===== src/rtl/codec_cfg_pkg.sv =====
// Shared types and WM8731 power-up configuration data for the codec init sequencer.
package codec_cfg_pkg;

    typedef enum logic [2:0] {
        IDLE  = 3'd0,
        PWRUP = 3'd1,
        LOAD  = 3'd2,
        WAIT  = 3'd3,
        GAP   = 3'd4,
        DONE  = 3'd5,
        FAIL  = 3'd6
    } seq_state_e;

    localparam logic [6:0] WM8731_DEV_ADDR = 7'h1A;

    localparam logic [6:0] WM_R_LLIN   = 7'h00;
    localparam logic [6:0] WM_R_RLIN   = 7'h01;
    localparam logic [6:0] WM_R_LHP    = 7'h02;
    localparam logic [6:0] WM_R_RHP    = 7'h03;
    localparam logic [6:0] WM_R_APATH  = 7'h04;
    localparam logic [6:0] WM_R_DPATH  = 7'h05;
    localparam logic [6:0] WM_R_PWR    = 7'h06;
    localparam logic [6:0] WM_R_IFACE  = 7'h07;
    localparam logic [6:0] WM_R_SRATE  = 7'h08;
    localparam logic [6:0] WM_R_ACTIVE = 7'h09;
    localparam logic [6:0] WM_R_RESET  = 7'h0F;

    function automatic logic [15:0] reg_word(input logic [6:0] addr7, input logic [8:0] data9);
        return {addr7, data9};
    endfunction

    localparam int WM8731_NUM_DEFAULT = 11;

    // Reset first, then line-in/headphone levels, paths, power, I2S format, rate, activate.
    localparam logic [15:0] WM8731_INIT_TABLE [WM8731_NUM_DEFAULT] = '{
        reg_word(WM_R_RESET,  9'h000),
        reg_word(WM_R_LLIN,   9'h017),
        reg_word(WM_R_RLIN,   9'h017),
        reg_word(WM_R_LHP,    9'h097),
        reg_word(WM_R_RHP,    9'h097),
        reg_word(WM_R_APATH,  9'h000),
        reg_word(WM_R_DPATH,  9'h000),
        reg_word(WM_R_PWR,    9'h000),
        reg_word(WM_R_IFACE,  9'h051),
        reg_word(WM_R_SRATE,  9'h000),
        reg_word(WM_R_ACTIVE, 9'h001)
    };

endpackage


===== src/rtl/codec_init_sequencer.sv =====
// Power-up register-write sequencer: walks an external table and drives an I2C
// byte-write master with power-up delay, inter-write gap, NACK/timeout retry and error report.
module codec_init_sequencer
    import codec_cfg_pkg::*;
#(
    parameter int         NUM_REGS    = 11,
    parameter int         WORD_W      = 16,
    parameter logic [6:0] DEV_ADDR    = WM8731_DEV_ADDR,
    parameter int         POWERUP_DLY = 256,
    parameter int         INTER_DLY   = 64,
    parameter int         MAX_RETRY   = 3,
    parameter int         TIMEOUT     = 4096,
    parameter bit         AUTO_START  = 1'b1,
    parameter int         IDX_W       = (NUM_REGS > 1) ? $clog2(NUM_REGS) : 1
) (
    input  logic              MCLK,
    input  logic              RESET,
    input  logic              START,
    output logic [IDX_W-1:0]  TBL_IDX,
    input  logic [WORD_W-1:0] TBL_DATA,
    output logic              XFER_REQ,
    output logic [6:0]        XFER_DEV,
    output logic [WORD_W-1:0] XFER_DATA,
    input  logic              XFER_DONE,
    input  logic              XFER_NACK,
    output logic              BUSY,
    output logic              END,
    output logic              ERROR,
    output logic [IDX_W-1:0]  ERR_IDX
);

    // One counter serves PWRUP, GAP and WAIT; it only ever counts to (limit - 1).
    localparam int DLY_MAX_A = (POWERUP_DLY > INTER_DLY) ? POWERUP_DLY : INTER_DLY;
    localparam int DLY_MAX   = (DLY_MAX_A > TIMEOUT) ? DLY_MAX_A : TIMEOUT;
    localparam int CNT_W     = (DLY_MAX > 1) ? $clog2(DLY_MAX) : 1;
    localparam int RETRY_W   = (MAX_RETRY > 0) ? $clog2(MAX_RETRY + 1) : 1;

    localparam logic [CNT_W-1:0]   PWR_LAST  = CNT_W'(POWERUP_DLY - 1);
    localparam logic [CNT_W-1:0]   GAP_LAST  = CNT_W'(INTER_DLY - 1);
    localparam logic [CNT_W-1:0]   TMO_LAST  = CNT_W'(TIMEOUT - 1);
    localparam logic [IDX_W-1:0]   IDX_LAST  = IDX_W'(NUM_REGS - 1);
    localparam logic [RETRY_W-1:0] RETRY_LIM = RETRY_W'(MAX_RETRY);

    localparam seq_state_e FIRST_STATE = (POWERUP_DLY > 0) ? PWRUP : LOAD;
    localparam seq_state_e NEXT_ATTEMPT = (INTER_DLY > 0) ? GAP : LOAD;

    seq_state_e         state_q, state_d;
    logic [IDX_W-1:0]   idx_q, idx_d;
    logic [RETRY_W-1:0] retry_q, retry_d;
    logic [CNT_W-1:0]   cnt_q, cnt_d;
    logic               req_q, req_d;
    logic [WORD_W-1:0]  data_q, data_d;
    logic               busy_q, busy_d;
    logic               end_q, end_d;
    logic               err_q, err_d;
    logic [IDX_W-1:0]   err_idx_q, err_idx_d;
    logic               ran_q, ran_d;
    logic               auto_q, auto_d;
    logic               tmo_hit_s;

    // Next-state and output-register logic.
    always_comb begin
        state_d   = state_q;
        idx_d     = idx_q;
        retry_d   = retry_q;
        cnt_d     = cnt_q;
        req_d     = req_q;
        data_d    = data_q;
        busy_d    = busy_q;
        end_d     = end_q;
        err_d     = err_q;
        err_idx_d = err_idx_q;
        ran_d     = ran_q;
        auto_d    = auto_q;
        tmo_hit_s = 1'b0;

        case (state_q)
            IDLE: begin
                // Auto start fires only on the very first idle cycle after reset.
                auto_d = 1'b1;
                if ((AUTO_START && !auto_q) || START) begin
                    busy_d    = 1'b1;
                    end_d     = 1'b0;
                    err_d     = 1'b0;
                    err_idx_d = '0;
                    idx_d     = '0;
                    retry_d   = '0;
                    cnt_d     = '0;
                    state_d   = ran_q ? LOAD : FIRST_STATE;
                end else begin
                    state_d = IDLE;
                end
            end

            PWRUP: begin
                if (cnt_q == PWR_LAST) begin
                    cnt_d   = '0;
                    state_d = LOAD;
                end else begin
                    cnt_d = cnt_q + CNT_W'(1);
                end
            end

            LOAD: begin
                data_d  = TBL_DATA;
                req_d   = 1'b1;
                cnt_d   = '0;
                state_d = WAIT;
            end

            WAIT: begin
                tmo_hit_s = (TIMEOUT > 0) && (cnt_q == TMO_LAST);
                if (XFER_DONE && !XFER_NACK) begin
                    req_d   = 1'b0;
                    retry_d = '0;
                    cnt_d   = '0;
                    if (idx_q == IDX_LAST) begin
                        state_d = DONE;
                    end else begin
                        idx_d   = idx_q + IDX_W'(1);
                        state_d = NEXT_ATTEMPT;
                    end
                end else if (XFER_DONE || tmo_hit_s) begin
                    req_d = 1'b0;
                    cnt_d = '0;
                    if (retry_q < RETRY_LIM) begin
                        retry_d = retry_q + RETRY_W'(1);
                        state_d = NEXT_ATTEMPT;
                    end else begin
                        err_idx_d = idx_q;
                        state_d   = FAIL;
                    end
                end else if (TIMEOUT > 0) begin
                    cnt_d = cnt_q + CNT_W'(1);
                end else begin
                    cnt_d = cnt_q;
                end
            end

            GAP: begin
                if (cnt_q == GAP_LAST) begin
                    cnt_d   = '0;
                    state_d = LOAD;
                end else begin
                    cnt_d = cnt_q + CNT_W'(1);
                end
            end

            DONE: begin
                end_d   = 1'b1;
                busy_d  = 1'b0;
                ran_d   = 1'b1;
                state_d = IDLE;
            end

            FAIL: begin
                err_d   = 1'b1;
                busy_d  = 1'b0;
                ran_d   = 1'b1;
                state_d = IDLE;
            end

            default: begin
                state_d = IDLE;
            end
        endcase
    end

    // State and output registers; reset drops the request immediately.
    always_ff @(posedge MCLK or posedge RESET) begin
        if (RESET) begin
            state_q   <= IDLE;
            idx_q     <= '0;
            retry_q   <= '0;
            cnt_q     <= '0;
            req_q     <= 1'b0;
            data_q    <= '0;
            busy_q    <= 1'b0;
            end_q     <= 1'b0;
            err_q     <= 1'b0;
            err_idx_q <= '0;
            ran_q     <= 1'b0;
            auto_q    <= 1'b0;
        end else begin
            state_q   <= state_d;
            idx_q     <= idx_d;
            retry_q   <= retry_d;
            cnt_q     <= cnt_d;
            req_q     <= req_d;
            data_q    <= data_d;
            busy_q    <= busy_d;
            end_q     <= end_d;
            err_q     <= err_d;
            err_idx_q <= err_idx_d;
            ran_q     <= ran_d;
            auto_q    <= auto_d;
        end
    end

    assign TBL_IDX   = idx_q;
    assign XFER_REQ  = req_q;
    assign XFER_DEV  = DEV_ADDR;
    assign XFER_DATA = data_q;
    assign BUSY      = busy_q;
    assign END       = end_q;
    assign ERROR     = err_q;
    assign ERR_IDX   = err_idx_q;

endmodule


===== config.mk =====
export PLATFORM = sky130hd
export DESIGN_NAME = codec_init_sequencer
export DESIGN_NICKNAME = d
export VERILOG_FILES = /design/src/rtl/codec_cfg_pkg.sv /design/src/rtl/codec_init_sequencer.sv
export SDC_FILE = /design/constraint.sdc
export NUM_CORES = 1
export LEC_CHECK = 0
export ABC_AREA = 1
export ABC_CLOCK_PERIOD_IN_PS = 1600
export CAP_MARGIN = 20
export CORE_MARGIN = 2
export CORE_UTILIZATION = 45
export CTS_BUF_LIST = sky130_fd_sc_hd__clkbuf_16
export DETAILED_ROUTE_END_ITERATION = 8
export PLACE_DENSITY = 0.76
export SLEW_MARGIN = 20
export SYNTH_ARGS = -nofsm -noshare
export SYNTH_HDL_FRONTEND = slang
export SYNTH_SLANG_ARGS = --single-unit

===== constraint.sdc =====
create_clock -name MCLK -period 1.6 [get_ports MCLK]
set_clock_uncertainty 0.2 [all_clocks]
set_input_delay 0.32 -clock MCLK [delete_from_list [all_inputs] [get_ports MCLK]]
set_output_delay 0.32 -clock MCLK [all_outputs]
set_load 0.01 [all_outputs]

# Yosys cells after proc, flatten, opt, wreduce, memory -nomap -nowiden
# Index checks and enable logic that the tools add are counted.
# W data, S select, Z words.
[classes]
reduce_logical = 22
muxes = 36
add_sub_neg = 3
magnitude_cmp = 1
n_eq_ne = 20
[op_table]
columns = ["op", "n"]
rows = [
  ["$mux W12", 5],
  ["$pmux W12 S5", 1],
  ["$mux W4", 6],
  ["$ne A2 B2 Y1 const B", 8],
  ["$pmux W4 S2", 2],
  ["$pmux W3 S5", 1],
  ["$mux W2", 7],
  ["$add A12 B1 Y12 const B", 1],
  ["$eq A12 B12 Y1 const B", 1],
  ["$eq A12 B6 Y1 const B", 1],
  ["$eq A12 B8 Y1 const B", 1],
  ["$mux W3", 4],
  ["$reduce_and A2 Y1", 5],
  ["$reduce_bool A2 Y1", 5],
  ["$eq A3 B3 Y1 const B", 3],
  ["$pmux W1 S2", 4],
  ["$reduce_and A4 Y1", 2],
  ["$eq A3 B2 Y1 const B", 2],
  ["$ne A3 B3 Y1 const B", 2],
  ["$mux W1", 5],
  ["$reduce_and A5 Y1", 1],
  ["$reduce_bool A5 Y1", 1],
  ["$add A4 B1 Y4 const B", 1],
  ["$eq A4 B4 Y1 const B", 1],
  ["10 further kinds", 12],
]
[word_totals]
regBits = 47
out_inout_bits = 35
word_cells = 94
in_bits = 21

# Longest topological paths before layout
[logic_depth]
ltp_word = 5
depth_mapped = 10
ltp_nobuf = 9

# Worst setup path after synthesis
# Ideal clock, no wire load.
[synth_path]
path_kind = "register to register"
from = "reg cnt_q[0]"
to = "reg cnt_q[10]"
t_required_ns = 1.275
stages_incl_launch_ff = 9
t_arrival_ns = 1.303
setup_ns = 0.125
path_slack_ns = -0.028
period_less_slack_ns = 1.628
path_buffers = 0
cell_sequence = "dfrtp_1 ha_1 nand2_1 nor2_1 nand3_1 nand3_2 nand3_1 nor2_2 nor2_1"
[synth_between]
elab_chain_len = 5
elab_cells_between_ends = 10
[synth_lines]
columns = ["element", "line", "text"]
rows = [
  ["start, declared", "codec_init_sequencer.sv:50", "logic [CNT_W-1:0] cnt_q, cnt_d;"],
  ["start signal, assigned", "codec_init_sequencer.sv:188", "cnt_q <= cnt_d;"],
  ["parallel branches: the longest is 4 deep, another holds $add A12 B1 Y12", "--", ""],
  ["$pmux W12 S5 *", "codec_init_sequencer.sv:77", "case (state_q)"],
]
# Mark *: on every way between the ends.
# A chain may end at the register's enable or synchronous reset.

# Final worst setup path
[layout_path]
from = "reg cnt_q[0]"
to = "reg cnt_q[9]"
# Same word-level chain as after synthesis.

==> impl_results.rst <==
.. list-table::
   :header-rows: 1

   * - Metric
     - Value
   * - Initial Utilization
     - 47.5%
   * - Count of final max-slew check failures
     - 0
   * - Final cell count without fillers
     - 461
   * - Wire length the detailed router placed on met1
     - 2.86 mm
   * - Async S/R FF share, synth
     - 100%
   * - Global route total overflow
     - 0
   * - Startpoint Class
     - flop
   * - Standard-cell row count
     - 26
   * - Setup crit end kind
     - flop
   * - Largest net degree at the start of global routing
     - 21
   * - DRC violation total after the first TritonRoute iteration
     - 96
   * - Clock slew at reported path FFs
     - 0.06 ns
   * - Most area-consuming cells after synthesis
     - dfrtp_1 (48%), nand2_1 (12%), nor2_1 (4.1%)
   * - Area of the multi-input gates
     - 1310 um^2
   * - Power density normalized to cell area
     - 1550 nW/um^2
   * - VDD IR-drop max
     - 0.00129 V
   * - Filler cells
     - 358
   * - Biggest fanout along the worst timing path
     - 6
   * - Post-synthesis cell area
     - 2470 um^2
   * - Synth-to-Final Area Change
     - 51.1%
   * - Warnings from Yosys
     - 0
   * - Worst hold slack
     - 0.137 ns
   * - FF+latch area
     - 1180 um^2
   * - Met3 wire len
     - 357 um
   * - Maximum clock rate
     - 588 MHz
   * - Area of the core region
     - 5200 um^2
   * - Total Nets Final
     - 415
   * - Top Layer Used
     - met4
   * - Post-layout worst setup margin
     - -0.101 ns
   * - Failing checks
     - setup timing
   * - Number of clock sinks
     - 47
   * - Final hold violation count
     - 0
   * - Total length of routed wires
     - 6.78 mm
   * - Number of global-route vias before repair
     - 2419
   * - Number of vias per cell
     - 5.06
   * - Number of flip-flops and latches in the synthesized netlist
     - 47
   * - Final setup violation count
     - 23
   * - Cts hold-fix bufs
     - 0
   * - Router iterations before antenna repair
     - 4
   * - Vias after detailed routing
     - 2332
   * - Static power due to leakage
     - 0.00179 uW
   * - Cell accounting for the most synthesized area
     - dfrtp_1
   * - Crit path time final
     - 1.70 ns
   * - RSZ-0062 raised after global routing
     - true
   * - Sequential cell area fraction in the yosys report
     - 47.5%
   * - Fraction of layout instances using a drive strength above 1
     - 32.7%
   * - Met2 WL
     - 3.47 mm
   * - Post-Syn Area per Cell
     - 8.65 um^2
   * - Initial antenna violation count
     - 0
   * - Placer Congestion
     - 0.864
   * - Period utilization
     - 106%
   * - DRT antenna net count
     - 0
   * - Clock tree from TritonCTS
     - yes
   * - Clk Latency, worst-skew pair
     - 0.29 ns
   * - Number of distinct library cell variants in the gate-level netlist after synthesis
     - 30
   * - DR DRC count
     - 0
   * - Post-Synthesis Cells
     - 286
   * - Overall global routing resource usage
     - 22.5%
   * - Die W
     - 78.1 um
   * - Most instantiated flip-flop cell in the synthesis netlist
     - dfrtp_1
   * - First-pass GRT wire length
     - 10.9 mm
   * - Cell chosen for the clock root
     - clkbuf_16
   * - Routed wire length per instance
     - 14.7 um
   * - Result of the run
     - finished, violations left
   * - Chip Height
     - 78.1 um
   * - Category of the most critical setup path
     - flop to flop
   * - Number of buffers created by CTS
     - 5
   * - Worst hold path type
     - primary input to async pin
   * - Sum of net half-perimeters after detailed placement
     - 4.46 mm
   * - Dpl cells
     - 444
   * - Maximum clock path buffer count
     - 2
   * - Total Die Area
     - 6110 um^2
   * - Final TNS setup
     - -1.41 ns
   * - Data required time at the worst endpoint
     - 1.58 ns
   * - Number of H-tree branching levels
     - 2
   * - Number of top-level pins
     - 56
   * - Share of the synthesized area in the top cell type
     - 47.5%
   * - Count of port buffers added during placement
     - 48
   * - Antenna cell count
     - 0
   * - Crit path DAT
     - 1.68 ns
   * - Number of synthesized flops with an enable pin
     - 0
   * - Maximum Capacitance Violations
     - 0
-- critical path, cell delays in order, from the launching register on --
cell and delay, ns:
dfrtp_1 0.35, ha_2 0.21, nand2_2 0.07, nor2_4 0.16
nand3_4 0.11, nand3_4 0.14, nand3_4 0.10, nor2_4 0.17
nor2_1 0.07
-- stage by stage --
stage	cell area [um^2]	total power [uW]	util (%)	setup WS [ns]
after floorplan	2510	3240	-	-0.00128
final	3740	5800	71.8	-0.101
after detailed placement	3380	4450	65.0	-0.243
after global placement	3380	4380	65.0	-0.184
after global routing	3740	6140	71.8	-0.191
after CTS	3600	5470	69.2	-0.0841
-- state kept, by name (all words and copies together) (netlist names) --
signal,cells
ERR_IDX,4
END,1
state_q,3
BUSY,1
XFER_REQ,1
ERROR,1
retry_q,2
TBL_IDX,4
auto_q,1
XFER_DATA,16
ran_q,1
cnt_q,12
-- path summary, 6_finish.rpt --
check	startpoint	endpoint	slack, ns	cells past startpoint
setup / recovery	cnt_q[0]$_DFFE_PP0P_	cnt_q[9]$_DFFE_PP0P_	-0.10	8
hold reg to reg	XFER_DATA[5]$_DFFE_PP0P_	XFER_DATA[5]$_DFFE_PP0P_	0.28	1
max in group asynchronous	RESET	state_q[1]$_DFFE_PP0P_	0.66	3
min in group MCLK	XFER_DATA[5]$_DFFE_PP0P_	XFER_DATA[5]$_DFFE_PP0P_	0.28	1
hold / removal	RESET	cnt_q[2]$_DFFE_PP0P_	0.14	2
setup reg to reg	cnt_q[0]$_DFFE_PP0P_	cnt_q[9]$_DFFE_PP0P_	-0.10	8
-- cell type report --
cell class                      count  area share [%]
Timing Repair Buffer              101            24.0
Sequential cell                    47            31.6
Clock inverter                      3           0.502
Clock buffer                        5            3.35
Tap cell                           70            2.34
Multi-Input combinational cell    207            35.1
Inverter                           28            3.11
-- report_power, final --
| part | switching [uW] | internal, uW |
|---|---|---|
| sequential | 254 | 1550 |
| clock | 469 | 580 |
| combinational | 1570 | 1380 |
-- placed cells by master, fill, tap and decap left out, types with 3 or more instances in the layout --
cell type,Yosys,final
nand2_1,76,65
buf_4,9,48
dfrtp_1,47,44
dlygate4sd2_1,0,28
nor2_1,27,22
inv_1,22,20
clkdlybuf4s50_1,0,20
nand3_1,19,11
nand2_2,3,10
nand4_1,10,10
o21ai_1,11,10
mux2_1,8,8
mux2_2,8,8
nor2_2,5,7
nand3_2,3,7
conb_1,2,7
nor2_4,3,6
nand3_4,1,6
inv_2,6,5
nand2_4,1,5
clkbuf_16,0,5
a21oi_1,4,4
buf_12,0,4
xor2_1,3,3
ha_1,4,3
dfrtp_2,0,3
-- synth_stat cells (4+ instances only) --
cell type,n
o21ai_1,11
inv_2,6
nand3_1,19
a21oi_1,4
nand4_1,10
buf_4,9
nor2_1,27
inv_1,22
dfrtp_1,47
ha_1,4
mux2_2,8
nand2_1,76
nor2_2,5
mux2_1,8
-- routing by layer --
| metal | global-route usage (%) | vias up |
|---|---|---|
| met5 | 0 | - |
| met4 | 7.37 | 0 |
| met3 | 4.71 | 10 |
| met2 | 39.4 | 77 |
| met1 | 27.7 | 1121 |
| li1 | - | 1124 |
-- cells by family (layout without fill, tap and decap cells) --
family | after synthesis | after routing | share of synthesized area (%)
simple gates | 154 | 155 | 29.6
flops | 47 | 47 | 47.5
buf+inv | 38 | 137 | 7.18
compound gates | 20 | 20 | 4.25
mux | 16 | 16 | 7.28
xor+xnor | 5 | 5 | 1.77
fa+ha+maj | 4 | 4 | 2.02
other cells | 2 | 7 | 0.304
-- timing repair --
action                     in CTS  in global routing
cloned                          1                  0
gates resized for setup        50                 23
setup buffers                   1                  8
setup endpoints to repair      55                 35
pin swaps                      11                  8
Note: power is estimated with default switching activity, not from simulation.
